[src/rtl/digit_scan_if.sv]
// Handshake bundle between the scan controller and the display driver:
// scan enable and digit mask in, digit select / anodes / frame status out.
interface digit_scan_if;
    logic       en;
    logic [3:0] digit_en;
    logic [3:0] sel;
    logic [3:0] an;
    logic [1:0] dig_idx;
    logic       frame_done;

    modport master (
        output en, digit_en,
        input  sel, an, dig_idx, frame_done
    );

    modport slave (
        input  en, digit_en,
        output sel, an, dig_idx, frame_done
    );
endinterface

[src/rtl/digit_scan_ctrl.sv]
// Time-multiplexing scan controller for a 4-digit seven-segment display.
// Each digit slot is a dark BLANK gap followed by a lit SHOW period.
module digit_scan_ctrl #(
    parameter int SHOW_CYCLES  = 99000,
    parameter int BLANK_CYCLES = 1000
) (
    input  logic         clk,
    input  logic         rst,
    digit_scan_if.slave  bus
);

    localparam int MAX_CYC = (SHOW_CYCLES > BLANK_CYCLES) ? SHOW_CYCLES : BLANK_CYCLES;
    localparam int CNT_W   = $clog2(MAX_CYC + 1);
    localparam logic [CNT_W-1:0] BLANK_LAST = CNT_W'(BLANK_CYCLES - 1);
    localparam logic [CNT_W-1:0] SHOW_LAST  = CNT_W'(SHOW_CYCLES - 1);

    typedef enum logic [1:0] {
        IDLE  = 2'd0,
        BLANK = 2'd1,
        SHOW  = 2'd2
    } state_t;

    state_t           state;
    logic [CNT_W-1:0] cnt;
    logic [3:0]       cur_sel;
    logic [3:0]       cur_an;
    logic [1:0]       cur_idx;
    logic             frame_pulse;
    logic [3:0]       show_sel;

    function automatic logic [3:0] onehot(input logic [1:0] idx);
        return 4'b0001 << idx;
    endfunction

    // A masked digit still gets its whole slot, just dark, so frame timing never changes.
    always_comb begin
        show_sel = onehot(cur_idx) & {4{bus.digit_en[cur_idx]}};
    end

    always_ff @(posedge clk) begin
        if (rst || !bus.en) begin
            state       <= IDLE;
            cnt         <= '0;
            cur_idx     <= 2'd0;
            cur_sel     <= 4'b0000;
            cur_an      <= 4'b1111;
            frame_pulse <= 1'b0;
        end else begin
            frame_pulse <= 1'b0;
            case (state)
                IDLE: begin
                    state   <= BLANK;
                    cnt     <= '0;
                    cur_idx <= 2'd0;
                    cur_sel <= 4'b0000;
                    cur_an  <= 4'b1111;
                end
                BLANK: begin
                    if (cnt == BLANK_LAST) begin
                        state   <= SHOW;
                        cnt     <= '0;
                        cur_sel <= show_sel;
                        cur_an  <= ~show_sel;
                    end else begin
                        cnt <= cnt + 1'b1;
                    end
                end
                SHOW: begin
                    if (cnt == SHOW_LAST) begin
                        state       <= BLANK;
                        cnt         <= '0;
                        cur_sel     <= 4'b0000;
                        cur_an      <= 4'b1111;
                        cur_idx     <= cur_idx + 2'd1;
                        frame_pulse <= (cur_idx == 2'd3);
                    end else begin
                        cnt <= cnt + 1'b1;
                    end
                end
                default: begin
                    state   <= IDLE;
                    cnt     <= '0;
                    cur_idx <= 2'd0;
                    cur_sel <= 4'b0000;
                    cur_an  <= 4'b1111;
                end
            endcase
        end
    end

    assign bus.sel        = cur_sel;
    assign bus.an         = cur_an;
    assign bus.dig_idx    = cur_idx;
    assign bus.frame_done = frame_pulse;

endmodule
[src/flat_wrapper.sv]
// flat-port wrapper written by rule: the top's interface ports become plain ports
module digit_scan_ctrl_flat 
#(
    parameter int SHOW_CYCLES  = 99000,
    parameter int BLANK_CYCLES = 1000
)
  (clk, rst, bus_en, bus_digit_en, bus_sel, bus_an, bus_dig_idx, bus_frame_done);
  digit_scan_if bus_i ();
  input  logic clk;
  input  logic rst;
  input wire logic [$bits(bus_i.en)-1:0] bus_en;
  input wire logic [$bits(bus_i.digit_en)-1:0] bus_digit_en;
  output wire logic [$bits(bus_i.sel)-1:0] bus_sel;
  output wire logic [$bits(bus_i.an)-1:0] bus_an;
  output wire logic [$bits(bus_i.dig_idx)-1:0] bus_dig_idx;
  output wire logic [$bits(bus_i.frame_done)-1:0] bus_frame_done;
  assign bus_i.en = bus_en;
  assign bus_i.digit_en = bus_digit_en;
  assign bus_sel = bus_i.sel;
  assign bus_an = bus_i.an;
  assign bus_dig_idx = bus_i.dig_idx;
  assign bus_frame_done = bus_i.frame_done;
  digit_scan_ctrl #(.SHOW_CYCLES(SHOW_CYCLES), .BLANK_CYCLES(BLANK_CYCLES)) u_core (.clk(clk), .rst(rst), .bus(bus_i));
endmodule
[config.mk]
export PLATFORM = sky130hd
export DESIGN_NAME = digit_scan_ctrl_flat
export DESIGN_NICKNAME = d
export VERILOG_FILES = /design/src/rtl/digit_scan_if.sv /design/src/rtl/digit_scan_ctrl.sv /design/src/flat_wrapper.sv
export SDC_FILE = /design/constraint.sdc
export NUM_CORES = 1
export LEC_CHECK = 0
export CAP_MARGIN = 40
export CELL_PAD_IN_SITES_DETAIL_PLACEMENT = 2
export CELL_PAD_IN_SITES_GLOBAL_PLACEMENT = 2
export CORE_MARGIN = 3
export CORE_UTILIZATION = 30
export DETAILED_ROUTE_END_ITERATION = 10
export PLACE_DENSITY_LB_ADDON = 0.1
export SYNTH_ARGS = -nofsm -noshare
export SYNTH_HDL_FRONTEND = slang
export SYNTH_SLANG_ARGS = --single-unit
[constraint.sdc]
create_clock -name clk -period 1.8 [get_ports clk]
set_clock_uncertainty 0.1 [all_clocks]
set_input_delay 0.36 -clock clk [delete_from_list [all_inputs] [get_ports clk]]
set_output_delay 0.36 -clock clk [all_outputs]
set_load 0.02 [all_outputs]
==> results of run 1 <==
==> kinds of logic after synthesis <==
family / after synthesis
buffers and inverters: 7
adder cells (fa/ha/maj): 9
multiplexers: 2
AO/OA/AOI/OAI: 19
flip-flops: 30
AND/OR/NAND/NOR: 60
XOR/XNOR: 15
==> Yosys cell counts (all sizes together) <==
library cell / instances
nor4: 2
or4: 3
o21a: 3
mux4: 1
ha: 9
nand3: 10
nor2: 22
and3: 2
buf: 1
nor4b: 1
nand4: 4
nor3: 6
nand2: 6
a21oi: 3
o21ai: 4
xor2: 7
inv: 6
o211ai: 1
nor2b: 1
a2bb2oi: 4
nand2b: 1
dfxtp: 30
mux2i: 1
a22o: 4
nand3b: 1
xnor2: 8
nand4b: 1
==> where the power goes <==
part	total (mW)	internal, mW	switching, mW
sequential	0.668	0.666	0.00240
clock	0.670	0.386	0.284
combinational	0.0634	0.0344	0.0291
total	1.40	1.09	0.316
==> routing by layer <==
metal	global-route usage, %	share of wire (%)	up-vias
met4	6.15	3.4	0
met5	0	0	-
li1	-	-	612
met1	23.1	42	662
met3	4.68	3.6	16
met2	34.7	51	34
==> what timing repair did <==
item                                    4_1_cts  5_1_grt
pin swaps                                     6       15
setup buffers                                 4        0
resized for setup                            13       15
endpoints found under the setup margin       31       29
==> sequential cells by signal, summed over array words and instances (netlist names) <==
| register | cells |
|---|---|
| u_core.cnt | 17 |
| u_core.bus.an | 4 |
| u_core.bus.sel | 4 |
| u_core.bus.dig_idx | 2 |
| u_core.state | 2 |
| u_core.bus.frame_done | 1 |
==> stage by stage <==
stage | cell area [um^2] | hold WS (ns)
after floorplan | 1370 | 0.329
after global placement | 1840 | 0.364
after detailed placement | 1840 | 0.378
after CTS | 2010 | 0.394
after global routing | 2080 | 0.406
final | 2080 | 0.398
==> cell type report <==
cell class,count,area share [%]
clock buffers,8,5.29
inverters,6,1.08
multi-input cells,105,40.0
flip-flops and latches,30,29.3
well taps,50,3.01
repair buffers,51,21.3
==> how the worst max path moves through the flow <==
stage	endpoint	slack, ns	cells after the start
5_1_grt	u_core.bus.sel[2]	-0.27	7
4_1_cts	u_core.state[0]	-0.14	5
6_report	u_core.state[0]	-0.19	5
3_3_place_gp	u_core.state[0]	-0.17	5
2_1_floorplan	u_core.state[0]	-0.10	5
3_5_place_dp	u_core.state[0]	-0.20	5
==> impl_metrics.py, run 1 <==
metrics = {
    "min_path": {
        "holdCritStartpoint": "u_core.bus.sel[0]",
        "hold-path-cell-count": 1,
        "min_delay_worst_endpoint": "u_core.bus.sel[0]",
        "hold_path.class": "flop to flop",
    },
    "setup_path": {
        "critPathMaxStageDelay_ns": 0.53,
        "r2r-start": "u_core.cnt[15]",
        "required_ns": 1.94,
        "worstPathArrival_ns": 2.13,
        "path_cells": "nand3_1 > or4_4 > o21a_4 > or4_4 > a21oi_2",
        "critical_path.max_fanout": 6,
        "timing.rr.end": "u_core.state[0]",
        "path_delay_family": "simple AND/OR/NAND/NOR gates",
        "worst_setup_path_end_kind": "flop",
        "ff_to_ff_setup_slack_ns": -0.19,
        "worst_setup_path_start_kind": "flop",
        "worst-path-buf-inv": 0,
        "worst_reg_to_reg_path_cell_count": 5,
        "cp_common_cell": "sky130_fd_sc_hd__or4_4",
        "timing.critical_path.slowest_stage_cell": "sky130_fd_sc_hd__or4_4",
        "critPathLaunch": "u_core.cnt[15]",
        "worst-setup-path-type": "flop to flop",
    },
    "logic_synthesis": {
        "yosysTopAreaCell": "sky130_fd_sc_hd__dfxtp_1",
        "synth_mux_area_share_pct": 2.40,
        "largest_family_of_logic_cells_by_synthesized_area": "simple AND/OR/NAND/NOR gates",
        "net_count_of_the_mapped_netlist": 158,
        "synthDominantCellAreaShare_pct": 44.3,
        "synth_xor_area_share_pct": 9.69,
        "synthAdderAreaFrac_pct": 8.30,
        "synth_simple_gate_area_share_pct": 22.4,
        "post_synthesis_instance_area_um2": 1360,
        "sequential_fraction_of_the_synthesis_area_pct": 44.3,
        "compound_gate_fraction_of_synth_area_pct": 10.9,
        "synth_area_leaders": "sky130_fd_sc_hd__dfxtp_1 (44%), sky130_fd_sc_hd__ha_1 (8.3%), sky130_fd_sc_hd__nor2_1 (6.1%)",
        "synth.yosys.warnings": 0,
        "synthDistinctLibCells": 30,
        "mean_instance_size_in_the_synthesized_netlist_um2": 9.55,
        "postSynthCellCount": 142,
        "synth.ff_latch_count": 30,
    },
    "sta": {
        "hold_viol": 0,
        "timing.slew.headroom_pct": 79.4,
        "timing.final.max_slew_violations": 0,
        "final_critical_path_setup_slack_ns": -0.193,
        "grt_setup_unrepaired": "yes",
        "highest_clock_frequency_the_design_can_meet_mhz": 502,
        "max_slew.worst_pin.slew_ns": 0.305,
        "setup_violations": 26,
        "final.min_clock_period_ns": 1.99,
        "layout_worst_path_cycle_share_pct": 111,
        "setup_total_negative_slack_ns": -2.92,
    },
    "cells_and_area": {
        "final_antenna_diode_count": 0,
        "final_common_cell": "sky130_fd_sc_hd__buf_4",
        "layout.core_utilization_pct": 49.8,
        "finish.cell_count_without_fillers": 250,
        "final_nets": 215,
        "ff_latch_area_um2": 609,
        "nFillCells": 434,
        "mostFrequentLayoutCells": "sky130_fd_sc_hd__buf_4 (31), sky130_fd_sc_hd__dfxtp_1 (23), sky130_fd_sc_hd__nor2_1 (20)",
        "multi_input_comb_area_um2": 832,
        "final_layout_size_suffix_gt1_share_pct": 34.5,
        "area_growth_pct": 53.3,
    },
    "placed_design": {
        "place.port_buffers": 17,
        "preCtsSetupSlack_ns": -0.205,
        "dp_hpwl_um": 3200,
        "placed_cells_incl_taps": 239,
        "gp_routability_congestion": 0.762,
    },
    "outcome": {
        "outcome": "finished, violations left",
        "violated_checks": "negative setup slack",
    },
    "drt": {
        "routed_wirelength_um": 5130,
        "avgRoutedWirePerCell_um": 20.5,
        "postRouteAntennaNets": 0,
        "routed_via_density": 5.30,
        "drt_first_iter_violations": 38,
        "first_pass_detailed_route_iteration_total": 4,
        "drt_drc_violations_left": 0,
        "num_vias": 1324,
    },
    "cts": {
        "clk_pin_slew_ns": 0.08,
        "clk_path_buf_depth": 2,
        "cts_inserted_buffers": 5,
        "ctsHoldBuffers": 0,
        "clockRootBuffer": "sky130_fd_sc_hd__clkbuf_8",
        "cts_tree": "done",
        "worst_skew_pair.late_latency_ns": 0.30,
        "clock_sink_count": 30,
        "cts_htree_levels": 2,
    },
    "floorplan": {
        "die-width_um": 73.2,
        "dieArea_um2": 5360,
        "boundaryPins": 18,
        "floorplan.core_area_um2": 4170,
        "initial_utilization_pct": 32.5,
        "num_rows": 23,
        "chipHeight_um": 73.2,
    },
    "grt": {
        "grt_usage_pct": 19.6,
        "grt_pass1_wl_um": 7740,
        "maximum_number_of_pins_on_one_net_before_global_route_repair": 17,
        "gr-total-overflow": 0,
        "grt_pass1_vias": 1496,
        "grt_antenna_before_repair": 0,
    },
    "power": {
        "leakagePower_nw": 0.777,
        "worst_ir_drop_vdd_mv": 0.473,
        "power_density_nw_per_um2": 674,
        "fin_total_pwr_mw": 1.40,
    },
    "job": {
        "max-cap-violations": 0,
    },
}
(Power assumes the default switching activity.)
==> inputs of run 2 (changes only) <==
--- a/config.mk
+++ b/config.mk
@@ -6,5 +6,5 @@
 export NUM_CORES = 1
 export LEC_CHECK = 0
-export CAP_MARGIN = 40
+export CAP_MARGIN = 20
 export CELL_PAD_IN_SITES_DETAIL_PLACEMENT = 2
 export CELL_PAD_IN_SITES_GLOBAL_PLACEMENT = 2
@@ -13,4 +13,5 @@
 export DETAILED_ROUTE_END_ITERATION = 10
 export PLACE_DENSITY_LB_ADDON = 0.1
+export SLEW_MARGIN = 20
 export SYNTH_ARGS = -nofsm -noshare
 export SYNTH_HDL_FRONTEND = slang
==> constraint.sdc (replaced) <==
create_clock -name clk -period 1.8 [get_ports clk]
set_clock_uncertainty 0.1 [all_clocks]
set_input_delay 0.36 -clock clk [delete_from_list [all_inputs] [get_ports clk]]
set_output_delay 0.36 -clock clk [all_outputs]
set_load 0.05 [all_outputs]
==> impl_metrics.py, run 2 (synthesized netlist as in run 1, its figures left out) <==
metrics = {
    "outcome": {
        "outcome": "finished, violations left",
        "violated_checks": "negative setup slack",
    },
    "sta": {
        "setup_violations": 29,
        "hold_viol": 0,
        "grt_setup_unrepaired": "yes",
        "timing.slew.headroom_pct": 74.5,
        "max_slew.worst_pin.slew_ns": 0.379,
        "timing.final.max_slew_violations": 0,
        "highest_clock_frequency_the_design_can_meet_mhz": 482,
        "final_critical_path_setup_slack_ns": -0.273,
        "setup_total_negative_slack_ns": -5.59,
        "layout_worst_path_cycle_share_pct": 115,
        "final.min_clock_period_ns": 2.07,
    },
    "placed_design": {
        "place.port_buffers": 17,
        "post_dp_cell_area_um2": 1830,
        "dp_hpwl_um": 3320,
        "gp_routability_congestion": 0.833,
        "preCtsSetupSlack_ns": -0.247,
    },
    "cells_and_area": {
        "largest_reg_flops": 17,
        "final_nets": 219,
        "mostFrequentLayoutCells": "sky130_fd_sc_hd__buf_4 (45), sky130_fd_sc_hd__nor2_1 (21), sky130_fd_sc_hd__dfxtp_1 (20)",
        "area_growth_pct": 51.2,
        "final_common_cell": "sky130_fd_sc_hd__buf_4",
        "nFillCells": 447,
        "final_layout_size_suffix_gt1_share_pct": 40.2,
        "layout.cell_area.non_filler_um2": 2050,
        "final_antenna_diode_count": 0,
        "regMostFlops": "u_core.cnt",
        "multi_input_comb_area_um2": 797,
        "ff_latch_area_um2": 613,
    },
    "grt": {
        "grt_pass1_wl_um": 7910,
        "gr-total-overflow": 0,
        "grt_pass1_vias": 1472,
        "grt_antenna_before_repair": 0,
        "maximum_number_of_pins_on_one_net_before_global_route_repair": 17,
        "grt_usage_pct": 20.2,
    },
    "setup_path": {
        "critPathMaxStageDelay_ns": 0.53,
        "worst_setup_path_end_kind": "flop",
        "ff_to_ff_setup_slack_ns": -0.27,
        "path_delay_family": "simple AND/OR/NAND/NOR gates",
        "worst_setup_path_start_kind": "flop",
        "worst_reg_to_reg_path_cell_count": 5,
        "worstPathArrival_ns": 2.19,
        "critical_path.max_fanout": 4,
        "r2r-start": "u_core.cnt[15]",
        "timing.critical_path.slowest_stage_cell": "sky130_fd_sc_hd__or4_4",
        "required_ns": 1.92,
        "path_cells": "nand3_1 > or4_4 > o21a_4 > or4_4 > a21oi_4",
        "worst-path-buf-inv": 0,
        "worst-setup-path-type": "flop to flop",
        "timing.rr.end": "u_core.state[0]",
        "cp_common_cell": "sky130_fd_sc_hd__or4_4",
    },
    "drt": {
        "drt_drc_violations_left": 0,
        "first_pass_detailed_route_iteration_total": 4,
        "postRouteAntennaNets": 0,
        "drt_first_iter_violations": 62,
        "routed_via_density": 5.07,
        "routed_wirelength_um": 4920,
        "avgRoutedWirePerCell_um": 19.4,
        "num_vias": 1288,
    },
    "power": {
        "worst_ir_drop_vdd_mv": 0.375,
        "fin_total_pwr_mw": 1.33,
        "power_density_nw_per_um2": 648,
        "leakagePower_nw": 0.796,
    },
    "min_path": {
        "hold-path-cell-count": 1,
        "min_delay_worst_endpoint": "u_core.bus.sel[0]",
        "hold_path.class": "flop to flop",
        "holdCritStartpoint": "u_core.bus.sel[0]",
    },
    "floorplan": {
        "dieArea_um2": 5360,
        "num_rows": 23,
        "initial_utilization_pct": 32.5,
        "chipHeight_um": 73.2,
        "floorplan.core_area_um2": 4170,
        "die-width_um": 73.2,
        "boundaryPins": 18,
    },
    "job": {
        "max-cap-violations": 0,
    },
    "cts": {
        "clk_pin_slew_ns": 0.07,
        "clockRootBuffer": "sky130_fd_sc_hd__clkbuf_8",
        "worst_skew_pair.late_latency_ns": 0.29,
        "cts_inserted_buffers": 5,
        "clk_path_buf_depth": 2,
        "clock_sink_count": 30,
        "cts_tree": "done",
        "cts_htree_levels": 2,
    },
}
==> run 2: cell type report <==
type	count	share of cell area, %
multi-input combinational	105	38.9
sequential	30	29.9
timing repair buffer	55	22.5
clock buffer	6	4.03
tap	50	3.05
inverter	6	1.10
clock inverter	2	0.610
==> run 2: how the worst max path moves through the flow <==
stage,startpoint,to,cells after the start
after detailed placement,u_core.cnt[9],u_core.state[0],5
after global routing,u_core.cnt[15],u_core.state[0],5
after global placement,u_core.cnt[15],u_core.state[0],5
after CTS,u_core.cnt[13],u_core.state[0],6
final,u_core.cnt[15],u_core.state[0],5
after floorplan,u_core.cnt[15],u_core.state[0],5
==> run 2: per-stage QoR <==
step	util, %	instances	hold WS [ns]
2_1_floorplan	-	142	0.329
3_3_place_gp	43.9	240	0.366
3_5_place_dp	43.9	240	0.378
4_1_cts	48.2	252	0.395
5_1_grt	49.1	254	0.410
6_report	49.1	254	0.389
==> run 2: per-layer routing <==
metal | GRT usage, % | routed length, um | vias up
li1 | - | - | 620
met5 | 0 | 0 | -
met3 | 4.68 | 162 | 7
met2 | 35.3 | 2620 | 20
met4 | 8.40 | 79 | 0
met1 | 23.4 | 2060 | 641
==> run 2: worst register-to-register path: stages, from the launching register on <==
cell and delay [ns]:
sky130_fd_sc_hd__dfxtp_2 0.37, sky130_fd_sc_hd__nand3_1 0.11, sky130_fd_sc_hd__or4_4 0.51, sky130_fd_sc_hd__o21a_4 0.23, sky130_fd_sc_hd__or4_4 0.53, sky130_fd_sc_hd__a21oi_4 0.15
==> run 2: where the power goes <==
part | internal [mW] | switching (mW)
combinational | 0.0376 | 0.0341
clock | 0.307 | 0.282
sequential | 0.666 | 0.00230
==> run 2: timing repair <==
action	CTS	global route
gates cloned	0	0
hold buffers	0	0
endpoints found under the setup margin	29	29
buffers inserted	4	2
pin swaps	8	5
resized for setup	16	7
